### config.mk
export PLATFORM = sky130hd
export DESIGN_NAME = bp_cac_lce_responder
export DESIGN_NICKNAME = d
export VERILOG_FILES = /design/src/rtl/bp_cac_lce_responder.sv
export SDC_FILE = /design/constraint.sdc
export NUM_CORES = 1
export LEC_CHECK = 0
export ABC_AREA = 0
export BUFFER_PORTS_ARGS = -buffer_cell sky130_fd_sc_hd__buf_4
export CAP_MARGIN = 20
export CORE_AREA = 2 2 299 301
export DETAILED_ROUTE_END_ITERATION = 10
export DIE_AREA = 0 0 301 303
export PLACE_DENSITY_LB_ADDON = 0.2
export SLEW_MARGIN = 10
export SYNTH_ARGS = -nofsm -noshare
export SYNTH_HDL_FRONTEND = slang
export SYNTH_SLANG_ARGS = --single-unit
### constraint.sdc
create_clock -name clk_i -period 8.4 [get_ports clk_i]
set_input_delay 0.42 -clock clk_i [delete_from_list [all_inputs] [get_ports clk_i]]
set_output_delay 0.42 -clock clk_i [all_outputs]
set_load 0.01 [all_outputs]
### src/rtl/bp_cac_lce_responder.sv
// CCE-side responder for an accelerator LCE: one transaction at a time (request -> memory -> LCE command -> optional ack).
// Optional feature macro: BP_CAC_RESP_TIMEOUT_EN adds a WAIT_ACK watchdog and a sticky timeout_o flag.
`default_nettype none

package bp_cac_pkg;
  typedef enum logic [1:0] {e_bp_inv_cfg = 2'd0, e_bp_default_cfg = 2'd1} bp_params_e;

  localparam int paddr_width_p  = 40;
  localparam int block_width_p  = 128;
  localparam int lce_id_width_p = 4;
  localparam int way_id_width_p = 3;

  typedef enum logic [2:0] {
    e_lce_req_rd_miss = 3'd0,
    e_lce_req_wr_miss = 3'd1,
    e_lce_req_uc_rd   = 3'd2,
    e_lce_req_uc_wr   = 3'd3
  } bp_lce_cce_req_type_e;

  typedef enum logic [3:0] {
    e_lce_cmd_sync        = 4'd0,
    e_lce_cmd_set_clear   = 4'd1,
    e_lce_cmd_invalidate  = 4'd2,
    e_lce_cmd_uc_st_done  = 4'd3,
    e_lce_cmd_data        = 4'd4,
    e_lce_cmd_uc_data     = 4'd5
  } bp_lce_cmd_type_e;

  typedef enum logic [2:0] {
    e_lce_cce_sync_ack    = 3'd0,
    e_lce_cce_inv_ack     = 3'd1,
    e_lce_cce_coh_ack     = 3'd2,
    e_lce_cce_resp_wb     = 3'd3,
    e_lce_cce_resp_null_wb = 3'd4
  } bp_lce_cce_resp_type_e;

  typedef enum logic [2:0] {
    e_COH_I = 3'd0,
    e_COH_S = 3'd1,
    e_COH_E = 3'd2,
    e_COH_M = 3'd3
  } bp_coh_states_e;

  typedef enum logic [2:0] {
    e_cce_mem_rd    = 3'd0,
    e_cce_mem_wr    = 3'd1,
    e_cce_mem_uc_rd = 3'd2,
    e_cce_mem_uc_wr = 3'd3
  } bp_cce_mem_cmd_type_e;

  typedef struct packed {
    bp_lce_cce_req_type_e        msg_type;
    logic [paddr_width_p-1:0]    addr;
    logic [lce_id_width_p-1:0]   lce_id;
    logic [way_id_width_p-1:0]   way_id;
    logic [2:0]                  size;
    logic [block_width_p-1:0]    data;
  } bp_lce_cce_req_s;

  typedef struct packed {
    bp_lce_cmd_type_e            msg_type;
    logic [lce_id_width_p-1:0]   dst_id;
    logic [paddr_width_p-1:0]    addr;
    logic [way_id_width_p-1:0]   way_id;
    bp_coh_states_e              state;
    logic [block_width_p-1:0]    data;
  } bp_lce_cmd_s;

  typedef struct packed {
    bp_lce_cce_resp_type_e       msg_type;
    logic [paddr_width_p-1:0]    addr;
    logic [lce_id_width_p-1:0]   src_id;
  } bp_lce_cce_resp_s;

  typedef struct packed {
    bp_cce_mem_cmd_type_e        msg_type;
    logic [paddr_width_p-1:0]    addr;
    logic [2:0]                  size;
    logic [block_width_p-1:0]    data;
  } bp_cce_mem_msg_s;
endpackage

module bp_cac_lce_responder
  import bp_cac_pkg::*;
#(
  parameter bp_params_e bp_params_p   = e_bp_inv_cfg,
  parameter int         ack_timeout_p = 1024
) (
  input  logic             clk_i,
  input  logic             reset_n_i,

  input  bp_lce_cce_req_s  lce_req_i,
  input  logic             lce_req_v_i,
  output logic             lce_req_yumi_o,

  output bp_lce_cmd_s      lce_cmd_o,
  output logic             lce_cmd_v_o,
  input  logic             lce_cmd_ready_i,

  input  bp_lce_cce_resp_s lce_resp_i,
  input  logic             lce_resp_v_i,
  output logic             lce_resp_yumi_o,

  output bp_cce_mem_msg_s  mem_cmd_o,
  output logic             mem_cmd_v_o,
  input  logic             mem_cmd_ready_i,

  input  bp_cce_mem_msg_s  mem_resp_i,
  input  logic             mem_resp_v_i,
  output logic             mem_resp_yumi_o,

  output logic             busy_o,
  output logic             timeout_o
);

  if (bp_params_p != e_bp_inv_cfg) begin : g_cfg_check
    $error("bp_cac_lce_responder: only e_bp_inv_cfg message widths are provided");
  end

  typedef enum logic [2:0] {
    S_IDLE     = 3'd0,
    S_MEM_CMD  = 3'd1,
    S_MEM_RESP = 3'd2,
    S_LCE_CMD  = 3'd3,
    S_WAIT_ACK = 3'd4
  } state_e;

  state_e                   state_q, state_d;
  bp_lce_cce_req_s          req_q, req_d;
  logic [block_width_p-1:0] data_q, data_d;
  logic                     is_coh_w;
  logic                     ack_w;
  logic                     expire_w;
  logic                     unused_w;

  assign is_coh_w = (req_q.msg_type == e_lce_req_rd_miss) || (req_q.msg_type == e_lce_req_wr_miss);
  assign ack_w    = lce_resp_v_i && (lce_resp_i.msg_type == e_lce_cce_coh_ack)
                    && (lce_resp_i.addr == req_q.addr);
  assign busy_o   = (state_q != S_IDLE);
  assign unused_w = ^{lce_resp_i.src_id, mem_resp_i.msg_type, mem_resp_i.addr, mem_resp_i.size};

  always_ff @(posedge clk_i or negedge reset_n_i) begin
    if (!reset_n_i) state_q <= S_IDLE;
    else            state_q <= state_d;
  end

  // Payload registers carry no reset: their contents only matter outside IDLE.
  always_ff @(posedge clk_i) begin
    req_q  <= req_d;
    data_q <= data_d;
  end

  always_comb begin
    state_d         = state_q;
    req_d           = req_q;
    data_d          = data_q;
    lce_req_yumi_o  = 1'b0;
    mem_cmd_v_o     = 1'b0;
    mem_resp_yumi_o = 1'b0;
    lce_cmd_v_o     = 1'b0;
    lce_resp_yumi_o = 1'b0;
    unique case (state_q)
      S_IDLE: begin
        lce_req_yumi_o = lce_req_v_i & reset_n_i;
        if (lce_req_v_i && reset_n_i) begin
          req_d   = lce_req_i;
          state_d = S_MEM_CMD;
        end
      end
      S_MEM_CMD: begin
        mem_cmd_v_o = 1'b1;
        if (mem_cmd_ready_i) state_d = S_MEM_RESP;
      end
      S_MEM_RESP: begin
        mem_resp_yumi_o = mem_resp_v_i;
        if (mem_resp_v_i) begin
          data_d  = mem_resp_i.data;
          state_d = S_LCE_CMD;
        end
      end
      S_LCE_CMD: begin
        lce_cmd_v_o = 1'b1;
        if (lce_cmd_ready_i) state_d = is_coh_w ? S_WAIT_ACK : S_IDLE;
      end
      S_WAIT_ACK: begin
        // Non-matching responses are consumed and dropped.
        lce_resp_yumi_o = lce_resp_v_i;
        if (ack_w || expire_w) state_d = S_IDLE;
      end
      default: state_d = S_IDLE;
    endcase
  end

  always_comb begin
    mem_cmd_o      = '0;
    mem_cmd_o.addr = req_q.addr;
    mem_cmd_o.size = req_q.size;
    case (req_q.msg_type)
      e_lce_req_uc_rd: mem_cmd_o.msg_type = e_cce_mem_uc_rd;
      e_lce_req_uc_wr: begin
        mem_cmd_o.msg_type = e_cce_mem_uc_wr;
        mem_cmd_o.data     = req_q.data;
      end
      default:         mem_cmd_o.msg_type = e_cce_mem_rd;
    endcase

    lce_cmd_o        = '0;
    lce_cmd_o.dst_id = req_q.lce_id;
    lce_cmd_o.addr   = req_q.addr;
    case (req_q.msg_type)
      e_lce_req_uc_rd: begin
        lce_cmd_o.msg_type = e_lce_cmd_uc_data;
        lce_cmd_o.data     = data_q;
      end
      e_lce_req_uc_wr: lce_cmd_o.msg_type = e_lce_cmd_uc_st_done;
      default: begin
        lce_cmd_o.msg_type = e_lce_cmd_data;
        lce_cmd_o.way_id   = req_q.way_id;
        lce_cmd_o.state    = (req_q.msg_type == e_lce_req_wr_miss) ? e_COH_M : e_COH_E;
        lce_cmd_o.data     = data_q;
      end
    endcase
  end

`ifdef BP_CAC_RESP_TIMEOUT_EN
  localparam int CNT_W = $clog2(ack_timeout_p + 1);

  logic [CNT_W-1:0] ack_cnt_q;
  logic             timeout_q;

  assign expire_w  = (state_q == S_WAIT_ACK) && !ack_w
                     && (ack_cnt_q == CNT_W'(ack_timeout_p - 1));
  assign timeout_o = timeout_q;

  // Counter idles at zero so it is already cleared on WAIT_ACK entry.
  always_ff @(posedge clk_i or negedge reset_n_i) begin
    if (!reset_n_i) begin
      ack_cnt_q <= '0;
      timeout_q <= 1'b0;
    end else begin
      ack_cnt_q <= (state_q == S_WAIT_ACK) ? ack_cnt_q + CNT_W'(1) : '0;
      if (expire_w) timeout_q <= 1'b1;
    end
  end
`else
  logic unused_timeout_w;

  assign expire_w         = 1'b0;
  assign timeout_o        = 1'b0;
  assign unused_timeout_w = ack_timeout_p[0];
`endif

endmodule

`default_nettype wire

Word-level counts from Yosys, hierarchy flattened

Index checks and enable logic that the tools add are counted.

Bits in registers: 312
Bits of input ports: 409
Output and inout bits: 363

Reduce and logical (&&, ||, !) cells: 11
Bitwise gates (word level): 1
Equal/unequal tests: 14
Multiplexer cells: 18

Operator list:

| kind                                           | count |
|---|---|
| two-way mux 128 bit                            | 2 |
| == test 40 bit                                 | 1 |
| two-way mux 3 bit                              | 6 |
| == test 3 x 2 -> 1 bit (second input constant) | 5 |
| one-hot mux 3 bit (5 select lines)             | 1 |
| != test 2 bit (second input constant)          | 5 |
| == test 3 x 1 -> 1 bit (second input constant) | 2 |
| zero test 3 bit                                | 2 |
| two-way mux 1 bit                              | 6 |
| two-way mux 6 bit                              | 1 |
| one-hot mux 3 bit (2 select lines)             | 1 |
| AND reduction 5 bit                            | 1 |
| one-hot mux 2 bit (2 select lines)             | 1 |
| AND reduction 2 bit                            | 2 |
| == test 3 bit (second input constant)          | 1 |
| logical AND 1 bit                              | 3 |
| nonzero test 3 bit                             | 1 |
| OR reduction 2 bit                             | 1 |
| AND 1 bit                                      | 1 |
| logical OR 1 bit                               | 1 |

Longest topological paths before layout

Gate-level depths: netlist of the first run.

Word-level depth: 5
Depth in mapped cells: 5
Depth with buffers taken out: 4

Worst setup path after synthesis of the first run

No wires, ideal clock.

Path kind: reg2reg
Start point: reg state_q[1]
End point: reg req_q (netlist bit lce_cmd_o[134]) (enable)
Required time: 7.667 ns
Library setup time: 0.733 ns
Arrival time: 8.705 ns
Stages on the path, launching flop included: 4
Buffers on the path: 1
Path slack: -1.038 ns
Cell sequence: dfrtp_1 clkbuf_1 or3_2 nor2_1

Word-level cells in the longest chain between the ends: 2

RTL lines:

| element                              | RTL line | text |
|---|---|---|
| start, declared                      | 128      | `state_e state_q, state_d;` |
| start signal, assigned               | 144      | `else state_q <= state_d;` |
| zero test 3 bit                      | 162      | `unique case (state_q)` |
| AND reduction 2 bit (no source line) | -        |  |
| end signal, assigned                 | 149      | `req_q <= req_d;` |
| end, declared                        | 129      | `bp_lce_cce_req_s req_q, req_d;` |

Every way passes these cells.
A chain may end at the register's enable or synchronous reset.

==> results_dict.tcl, run 1 <==
set metrics [dict create \
    drtAntennaViolNets 0 \
    fp.dieH_um 303 \
    initialDrtViolationCount 323 \
    post_synth_xor_area_fraction_pct 2.82 \
    synth.avg_cell_area_um2 15.8 \
    worstHoldPathType "input port to flip-flop" \
    synth.distinct_cells 29 \
    clock_sinks 312 \
    synth_seq_cells 312 \
    synth_sequential_area_ratio_pct 75.2 \
    die_x_um 301 \
    p_leak_nw 9.52 \
    ys.flop_type "sky130_fd_sc_hd__edfxtp_1" \
    stdcell_count 2914 \
    dp.cells 2546 \
    dpl_worst_slack_ns 5.44 \
    post_drt_wl_per_cell_um 15.7 \
    postCtsResizedCells 0 \
    cts_tree "yes" \
    ios 772 \
    num_vias 9766 \
    min_period_ns 3.46 \
    setup_ws_post_layout_ns 4.94 \
    synthesis.yosys.warnings 0 \
    drv.max_cap_violation_count 0 \
    synth_compound_area_share_pct 0.262 \
    cts_htree_levels 2 \
    synth_top_area_share_pct 74.6 \
    timing.slew.headroom_pct 36.0 \
    synth_mux_area_share_pct 0.0805 \
    setup.reg_to_reg.worst_slack_ns 5.46 \
    worst_skew_pair.late_latency_ns 0.56 \
    max_freq_mhz 289 \
    criticalPathCategory "flip-flop to primary output" \
    drt_pre_antenna_iters 6 \
    worst-path-max-fanout 65 \
    remaining_drc_errors 0 \
    placeableCoreArea_um2 88000 \
    antenna_found_initial 0 \
    worst_ir_drop_vdd_v 0.000142 \
    rows 109 \
    post-dp-hpwl_um 33400 \
    first_global_vias 10500 \
    synthArstFlopShare_pct 0.962 \
    grt_first_pass_wirelength_um 64900 \
    min_period_over_period_pct 41.2 \
    routed_wl_um 45700 \
    dominant_combinational_cell_family_by_area_after_synthesis "simple AND/OR/NAND/NOR gates" \
    dieArea_um2 91200 \
    synthDominantAreaCellType "sky130_fd_sc_hd__edfxtp_1" \
    worst_clock_skew_ns 0.0125 \
    vias_per_cell 3.35 \
    cp-start-kind "flip-flop" \
    hold_viol_final 0 \
    postCtsSetupRepairBufs 0 \
    ctsRootBufferMaster "sky130_fd_sc_hd__clkbuf_16" \
    power_density_of_the_placed_cells_nw_per_um2 200 \
    synth_adder_area_share_pct 0 \
    number_of_endpoints_failing_setup_at_the_final_stage 0 \
    worstMarginPinSlew_ns 0.960 \
    grt_start_max_net_pins 131 \
    cts_buffer_depth 3 \
    outcome "complete, no violations" \
    synthSimpleGateAreaFrac_pct 14.6 \
    track_usage_pct 9.33 \
    path_clk_slew_ns 0.05 \
    setup_total_negative_slack_ns 0 \
    gpl.final_weighted_congestion 0.765 \
    timing.critical_path.required_ns 7.98 \
    final_number_of_max_transition_violations 0 \
    worst-endpoint-arrival_ns 3.04 \
    syn_inst 789 \
    syn2layout_area_growth_pct 82.9 \
    number_of_buffers_inserted_by_port_buffering 717 \
    starting_utilization_of_the_core_area_pct 14.1 \
    layout-drive-gt1-share_pct 44.8 \
    grt_setup_unrepaired "false" \
    synth-edff-count 309 \
    cts_hold_buffers 297 \
    post_syn_area_um2 12400 \
    globalRouteOverflowTotal 0 \
    tritoncts.num_buffers 41 \
    net_count_final 2131 \
    end_kind "primary output" \
    ys_top_cells_by_area "sky130_fd_sc_hd__edfxtp_1 75%, sky130_fd_sc_hd__and2_1 6.6%, sky130_fd_sc_hd__and3_1 6.4%" \
]
synth_stat cells, types with 2 or more instances:
| master | instances |
|---|---|
| sky130_fd_sc_hd__and2_1 | 132 |
| sky130_fd_sc_hd__and3_1 | 128 |
| sky130_fd_sc_hd__buf_2 | 2 |
| sky130_fd_sc_hd__buf_4 | 93 |
| sky130_fd_sc_hd__clkbuf_1 | 42 |
| sky130_fd_sc_hd__dfrtp_1 | 3 |
| sky130_fd_sc_hd__edfxtp_1 | 309 |
| sky130_fd_sc_hd__inv_1 | 2 |
| sky130_fd_sc_hd__nand2_1 | 4 |
| sky130_fd_sc_hd__nand4_1 | 10 |
| sky130_fd_sc_hd__nor2_1 | 6 |
| sky130_fd_sc_hd__nor3_1 | 2 |
| sky130_fd_sc_hd__xnor2_1 | 40 |
layout make-up:
cell class,instances,area [um2]
Fill cell,9191,65200
Sequential cell,312,9350
Timing Repair Buffer,1024,8460
Multi-Input combinational cell,341,2250
Tap cell,1165,1460
Clock buffer,51,1080
Clock inverter,18,129
Inverter,2,7.51
Antenna cell,1,2.50
routing by layer:
metal	wire (um)	share of wire [%]	vias to the layer above	global-route usage (%)
met1	16800	37	4610	10.1
met4	922	2.0	0	2.68
li1	-	-	4619	-
met2	23400	51	488	16.7
met3	4640	10	49	3.85
met5	0	0	-	0
state kept, by name (all words and copies together) (netlist names):
register	flops
state_q	3
mem_cmd_o	3
req_q	134
lce_cmd_o	44
data_q	128
critical path: stages (launching register included):
cell and delay (ns):
sky130_fd_sc_hd__edfxtp_1 0.42, sky130_fd_sc_hd__nor2b_4 0.43, sky130_fd_sc_hd__buf_4 0.57, sky130_fd_sc_hd__buf_4 0.50, sky130_fd_sc_hd__inv_1 0.16, sky130_fd_sc_hd__and2_1 0.19
sky130_fd_sc_hd__buf_4 0.14
through the flow:
stage	util, %	instance area, um2	hold WS, ns	power, mW
after floorplan	-	12500	0.124	2.41
after global placement	21.1	18500	0.221	2.86
after detailed placement	21.1	18500	0.223	2.86
after CTS	25.8	22700	0.000112	4.66
after global routing	25.9	22700	0.00869	4.78
final	25.9	22700	0.0595	4.54
final timing paths:
kind                                       end      startpoint  depth (start not counted)
worst max register to register     data_q[122]      state_q[0]                          3
max in group asynchronous           state_q[0]       reset_n_i                          2
worst max-delay path            lce_cmd_o[133]      req_q[180]                          6
min in group asynchronous           state_q[2]       reset_n_i                          2
worst min-delay path                req_q[180]  lce_req_i[180]                          1
worst min register to register      state_q[1]      state_q[2]                          1
placed cells by master (no fill, tap or decap), drive strengths merged, types with 2 or more instances in the layout:
master       synthesis  routed
buf                 95     727
edfxtp             309     309
dlygate4sd3          0     297
and2               132     132
and3               128     128
clkbuf              42      51
xnor2               40      40
clkinv               0      15
nand4               10      10
nor2                 6       6
nand2                5       5
conb                 1       4
dfrtp                3       3
inv                  2       3
nor3                 2       2
nor4                 2       2
power breakdown:
part           internal [mW]  switching, mW  total, mW  leakage [nW]
clock                  0.941          0.679       1.62         0.586
sequential              1.95         0.0662       2.01          2.85
combinational          0.481          0.431      0.911          6.08
total                   3.37           1.18       4.54          9.52
cell families (layout without fill, tap and decap cells):
logic type | after synthesis | after routing
and+or+nand+nor | 291 | 291
AOI/OAI and AO/OA | 5 | 5
muxes | 1 | 1
DFF | 312 | 312
xor gates and xnor gates | 40 | 40
buffers and inverters | 139 | 1095
other | 1 | 5
Note: power is estimated with default switching activity, not from simulation.
==> inputs of run 2 (changes only) <==
clock period = 3.07 ns   (was 8.4 ns; I/O delays follow)
==> run 2 against run 1 <==
Critical path depth fell by 2. Non-clock buffer count rose by 29. Worst hold slack improved by 0.11 ns. Design area rose by 1.6%. Die area did not move. Sequential power rose to 2.7 times the previous value. Sequential share of layout area fell by 0.65 points. Register-to-register slack got worse by 4.6 ns. Largest cell class unchanged. Highest routed layer is now met5.
==> results_dict.tcl, run 2 (synthesized netlist as in run 1, its figures left out) <==
set metrics [dict create \
    outcome "complete, no violations" \
    cts_buffer_depth 3 \
    worst_clock_skew_ns 0.0140 \
    syn2layout_area_growth_pct 85.8 \
    cp-start-kind "flip-flop" \
    grt_start_max_net_pins 131 \
    drt_pre_antenna_iters 4 \
    critical_path.reg2reg.startpoint "state_q[2]" \
    worstMarginPinSlew_ns 0.681 \
    cts_hold_buffers 315 \
    layout-drive-gt1-share_pct 44.8 \
    min_period_over_period_pct 86.0 \
    setup_total_negative_slack_ns 0 \
    met1_length_um 16900 \
    critical_path.cell_chain "or3_4, nor2_4, buf_12, buf_4" \
    layout_common_cells "728 x sky130_fd_sc_hd__buf_4, 315 x sky130_fd_sc_hd__dlygate4sd3_1, 309 x sky130_fd_sc_hd__edfxtp_1, 132 x sky130_fd_sc_hd__and2_1, 128 x sky130_fd_sc_hd__and3_1" \
    rows 109 \
    whs_path_depth 3 \
    vias_per_cell 3.34 \
    postCtsResizedCells 0 \
    n_antenna_cell 0 \
    routed_wl_um 45900 \
    worst_ir_drop_vdd_v 0.000389 \
    worstHoldPathType "input port to flip-flop" \
    track_usage_pct 9.45 \
    holdWs_ns 0.172 \
    post_drt_wl_per_cell_um 15.6 \
    ctsRootBufferMaster "sky130_fd_sc_hd__clkbuf_16" \
    first_global_vias 10600 \
    regMostFlops "req_q" \
    dieArea_um2 91200 \
    buffers_plus_inverters_on_the_worst_setup_path 2 \
    power_density_of_the_placed_cells_nw_per_um2 545 \
    layout_commonest_cell "sky130_fd_sc_hd__buf_4" \
    hold-path-endpoint "lce_cmd_o[151]" \
    initialDrtViolationCount 273 \
    p_leak_nw 9.69 \
    timing.slew.headroom_pct 54.6 \
    grt_first_pass_wirelength_um 65400 \
    worst-path-max-fanout 42 \
    ios 772 \
    cts_tree "yes" \
    top_signal_layer_used "met5" \
    met2_wirelength_um 23200 \
    grt_setup_unrepaired "false" \
    cpLargestDelayFamily "simple AND/OR/NAND/NOR gates" \
    number_of_buffers_inserted_by_port_buffering 717 \
    routed-wl-met3_um 4920 \
    criticalPathCategory "flip-flop to primary output" \
    placeableCoreArea_um2 88000 \
    critical_path.slowest_cell "sky130_fd_sc_hd__nor2_4" \
    remaining_drc_errors 0 \
    timing.critical_path.slowest_cell_delay_ns 0.49 \
    post-dp-hpwl_um 34200 \
    worst-endpoint-arrival_ns 2.49 \
    drv.max_cap_violation_count 0 \
    r2r.worst_path.cells 5 \
    postCtsSetupRepairBufs 0 \
    worst_skew_pair.late_latency_ns 0.56 \
    min_period_ns 2.64 \
    starting_utilization_of_the_core_area_pct 14.1 \
    net_count_final 2158 \
    final_number_of_max_transition_violations 0 \
    nFillCells 9189 \
    path_clk_slew_ns 0.06 \
    end_kind "primary output" \
    cts_htree_levels 2 \
    timing.critical_path.required_ns 2.92 \
    gpl.final_weighted_congestion 0.782 \
    clock_sinks 312 \
    fp.dieH_um 303 \
    die_x_um 301 \
    max_freq_mhz 379 \
    setup.reg_to_reg.worst_slack_ns 0.85 \
    globalRouteOverflowTotal 0 \
    drtAntennaViolNets 0 \
    number_of_endpoints_failing_setup_at_the_final_stage 0 \
    largest_register_ffs 134 \
    hold_viol_final 0 \
    r2r-end "state_q[2]" \
    tritoncts.num_buffers 39 \
    antenna_found_initial 4 \
    worst_hold_startpoint "lce_req_v_i" \
    num_vias 9815 \
]
[run 2: area by class of cell]
type                            count  area, um2  share of cell area [%]
Multi-Input combinational cell    341       2250                    9.75
Tap cell                         1165       1460                    6.31
Timing Repair Buffer             1053       8820                    38.2
Clock buffer                       50       1020                    4.40
Inverter                            2       7.51                  0.0325
Sequential cell                   312       9350                    40.5
Clock inverter                     18        203                   0.877
[run 2: report_power, final]
part           leakage [nW]  switching, mW  internal (mW)
registers              2.85          0.182           5.31
clock network         0.592           1.79           2.67
logic                  6.24           1.21           1.42
[run 2: per-layer routing]
| layer | track usage, % | vias up |
|---|---|---|
| met5 | 0 | - |
| met4 | 2.57 | 2 |
| met3 | 4.14 | 48 |
| met2 | 16.7 | 472 |
| met1 | 10.3 | 4619 |
| li1 | - | 4674 |
[run 2: worst max path at each step]
| stage | start | end | slack, ns | cells after the start |
|---|---|---|---|---|
| global route | state_q[1] | lce_req_yumi_o | 0.26 | 4 |
| floorplan | state_q[1] | lce_cmd_o[134] | -0.98 | 3 |
| finish | state_q[1] | lce_req_yumi_o | 0.43 | 4 |
| global placement | state_q[2] | req_q[74] | 0.95 | 3 |
| detailed placement | state_q[1] | req_q[74] | 0.94 | 3 |
| CTS | state_q[1] | lce_req_yumi_o | 0.33 | 4 |
[run 2: tightest hold or removal path: cells and delay by family]
| family | cells | cell delay [ns] |
|---|---|---|
| buf+inv | 1 | 0.11 |
| simple gates | 2 | 0.26 |
[run 2: metrics by stage]
| stage | util (%) | instances | worst slack [ns] | instance area [um2] | power [mW] |
|---|---|---|---|---|---|
| after CTS | 26.3 | 2941 | 0.333 | 23100 | 12.9 |
| after floorplan | - | 792 | -0.982 | 12500 | 6.59 |
| after detailed placement | 21.3 | 2558 | 0.937 | 18700 | 7.92 |
| after global placement | 21.3 | 2558 | 0.950 | 18700 | 7.92 |
| final | 26.3 | 2941 | 0.430 | 23100 | 12.6 |
| after global routing | 26.3 | 2941 | 0.264 | 23100 | 13.2 |
==> inputs of run 3 (changes only) <==
CTS_BUF_LIST = sky130_fd_sc_hd__clkbuf_4 sky130_fd_sc_hd__clkbuf_8 sky130_fd_sc_hd__clkbuf_16   (was unset)
==> run 3 against run 2 <==
Register-to-register slack is essentially flat. Worst hold slack lost 0.0040 ns. Clock skew is essentially flat. Combinational power is essentially flat. Worst setup slack gained 0.0022 ns.
==> results_dict.tcl, run 3 (synthesized netlist as in run 1, its figures left out) <==
set metrics [dict create \
    criticalPathCategory "flip-flop to primary output" \
    cp-start-kind "flip-flop" \
    drt_pre_antenna_iters 4 \
    worst_ir_drop_vdd_v 0.000389 \
    path_clk_slew_ns 0.06 \
    net_count_final 2158 \
    timing.critical_path.slowest_cell_delay_ns 0.49 \
    first_global_vias 10600 \
    cpLargestDelayFamily "simple AND/OR/NAND/NOR gates" \
    clock_sinks 312 \
    regMostFlops "req_q" \
    cts_htree_levels 2 \
    min_period_ns 2.64 \
    starting_utilization_of_the_core_area_pct 14.1 \
    globalRouteOverflowTotal 0 \
    worst-endpoint-arrival_ns 2.48 \
    n_antenna_cell 0 \
    setup_ws_post_layout_ns 0.432 \
    dieArea_um2 91200 \
    remaining_drc_errors 0 \
    power_density_of_the_placed_cells_nw_per_um2 548 \
    setup_total_negative_slack_ns 0 \
    outcome "complete, no violations" \
    worst-path-max-fanout 42 \
    number_of_endpoints_failing_setup_at_the_final_stage 0 \
    ios 772 \
    drv.max_cap_violation_count 0 \
    initialDrtViolationCount 256 \
    layout_commonest_cell "sky130_fd_sc_hd__buf_4" \
    postCtsResizedCells 0 \
    rows 109 \
    final_number_of_max_transition_violations 0 \
    gpl.final_weighted_congestion 0.782 \
    layout-drive-gt1-share_pct 45.4 \
    worst_skew_pair.late_latency_ns 0.56 \
    drtAntennaViolNets 0 \
    hold_viol_final 0 \
    dpl_worst_slack_ns 0.937 \
    vias_per_cell 3.33 \
    num_vias 9786 \
    grt_first_pass_wirelength_um 65400 \
    cts_tree "yes" \
    max_freq_mhz 379 \
    post-dp-hpwl_um 34200 \
    track_usage_pct 9.45 \
    antenna_found_initial 4 \
    cts_buffer_depth 3 \
    worstHoldPathType "input port to flip-flop" \
    number_of_buffers_inserted_by_port_buffering 717 \
    placeableCoreArea_um2 88000 \
    fp.dieH_um 303 \
    end_kind "primary output" \
    post_dp_cell_area_um2 18700 \
    layout_common_cells "728 x sky130_fd_sc_hd__buf_4, 315 x sky130_fd_sc_hd__dlygate4sd3_1, 309 x sky130_fd_sc_hd__edfxtp_1, 132 x sky130_fd_sc_hd__and2_1, 128 x sky130_fd_sc_hd__and3_1" \
    ctsRootBufferMaster "sky130_fd_sc_hd__clkbuf_16" \
    routed_wl_um 45900 \
    grt_setup_unrepaired "false" \
    worst_clock_skew_ns 0.0140 \
    timing.slew.headroom_pct 54.9 \
    finish.instance_area_um2 23200 \
    syn2layout_area_growth_pct 86.1 \
    critical_path.cell_chain "or3_4, nor2_4, buf_12, buf_4" \
    buffers_plus_inverters_on_the_worst_setup_path 2 \
    timing.critical_path.required_ns 2.92 \
    tritoncts.num_buffers 39 \
    die_x_um 301 \
    p_leak_nw 9.72 \
    post_drt_wl_per_cell_um 15.6 \
    worstMarginPinSlew_ns 0.677 \
    min_period_over_period_pct 85.9 \
    critical_path.slowest_cell "sky130_fd_sc_hd__nor2_4" \
    largest_register_ffs 134 \
    grt_start_max_net_pins 131 \
]
run 3: cell types whose count changed in the layout (fill, tap and decap cells not counted):
cell,previous run,this run
sky130_fd_sc_hd__clkbuf_4,0,11
sky130_fd_sc_hd__clkbuf_1,11,0
run 3: metrics by stage:
step | instances | power, mW | util, % | hold slack, ns
3_5_place_dp | 2558 | 7.92 | 21.3 | -0.0439
5_1_grt | 2941 | 13.3 | 26.3 | 0.155
6_report | 2941 | 12.7 | 26.3 | 0.168
4_1_cts | 2941 | 13.0 | 26.3 | 0.121
3_3_place_gp | 2558 | 7.92 | 21.3 | -0.0441
2_1_floorplan | 792 | 6.59 | - | -0.142
run 3: layout make-up:
cell class | count | area, um2
well taps | 1165 | 1460
repair buffers | 1053 | 8820
clock buffers | 50 | 1060
flip-flops and latches | 312 | 9350
inverters | 2 | 7.51
multi-input cells | 341 | 2250
clock inverters | 18 | 203
fillers | 9181 | 64800
run 3: worst paths after layout:
check	start	end	slack [ns]	depth (start not counted)
worst max-delay path	state_q[1]	lce_req_yumi_o	0.43	4
worst min-delay path	lce_req_v_i	lce_cmd_o[151]	0.17	3
worst max register to register	state_q[2]	state_q[2]	0.86	5
worst min register to register	state_q[2]	state_q[1]	0.60	1
max in group asynchronous	reset_n_i	state_q[2]	2.36	3
min in group asynchronous	reset_n_i	state_q[1]	0.55	3
run 3: routing by layer:
metal | up-vias | track usage (%) | wire, um
met2 | 471 | 16.7 | 23100
met3 | 48 | 4.14 | 4920
met1 | 4592 | 10.3 | 17000
met4 | 2 | 2.57 | 871
met5 | - | 0 | 13
li1 | 4673 | - | -
run 3: worst min-delay path, cell delays in order:
cell	delay (ns)
sky130_fd_sc_hd__buf_4	0.11
sky130_fd_sc_hd__nand2_1	0.12
sky130_fd_sc_hd__nor2_4	0.14
run 3: power by group:
group	internal [mW]	switching, mW
Clock	2.77	1.80
Sequential	5.31	0.180
Combinational	1.42	1.21
run 3: what timing repair did:
action                    in CTS  in global routing
hold buffers                 315                  0
hold endpoints to repair     315                  0
setup buffers                  0                  0
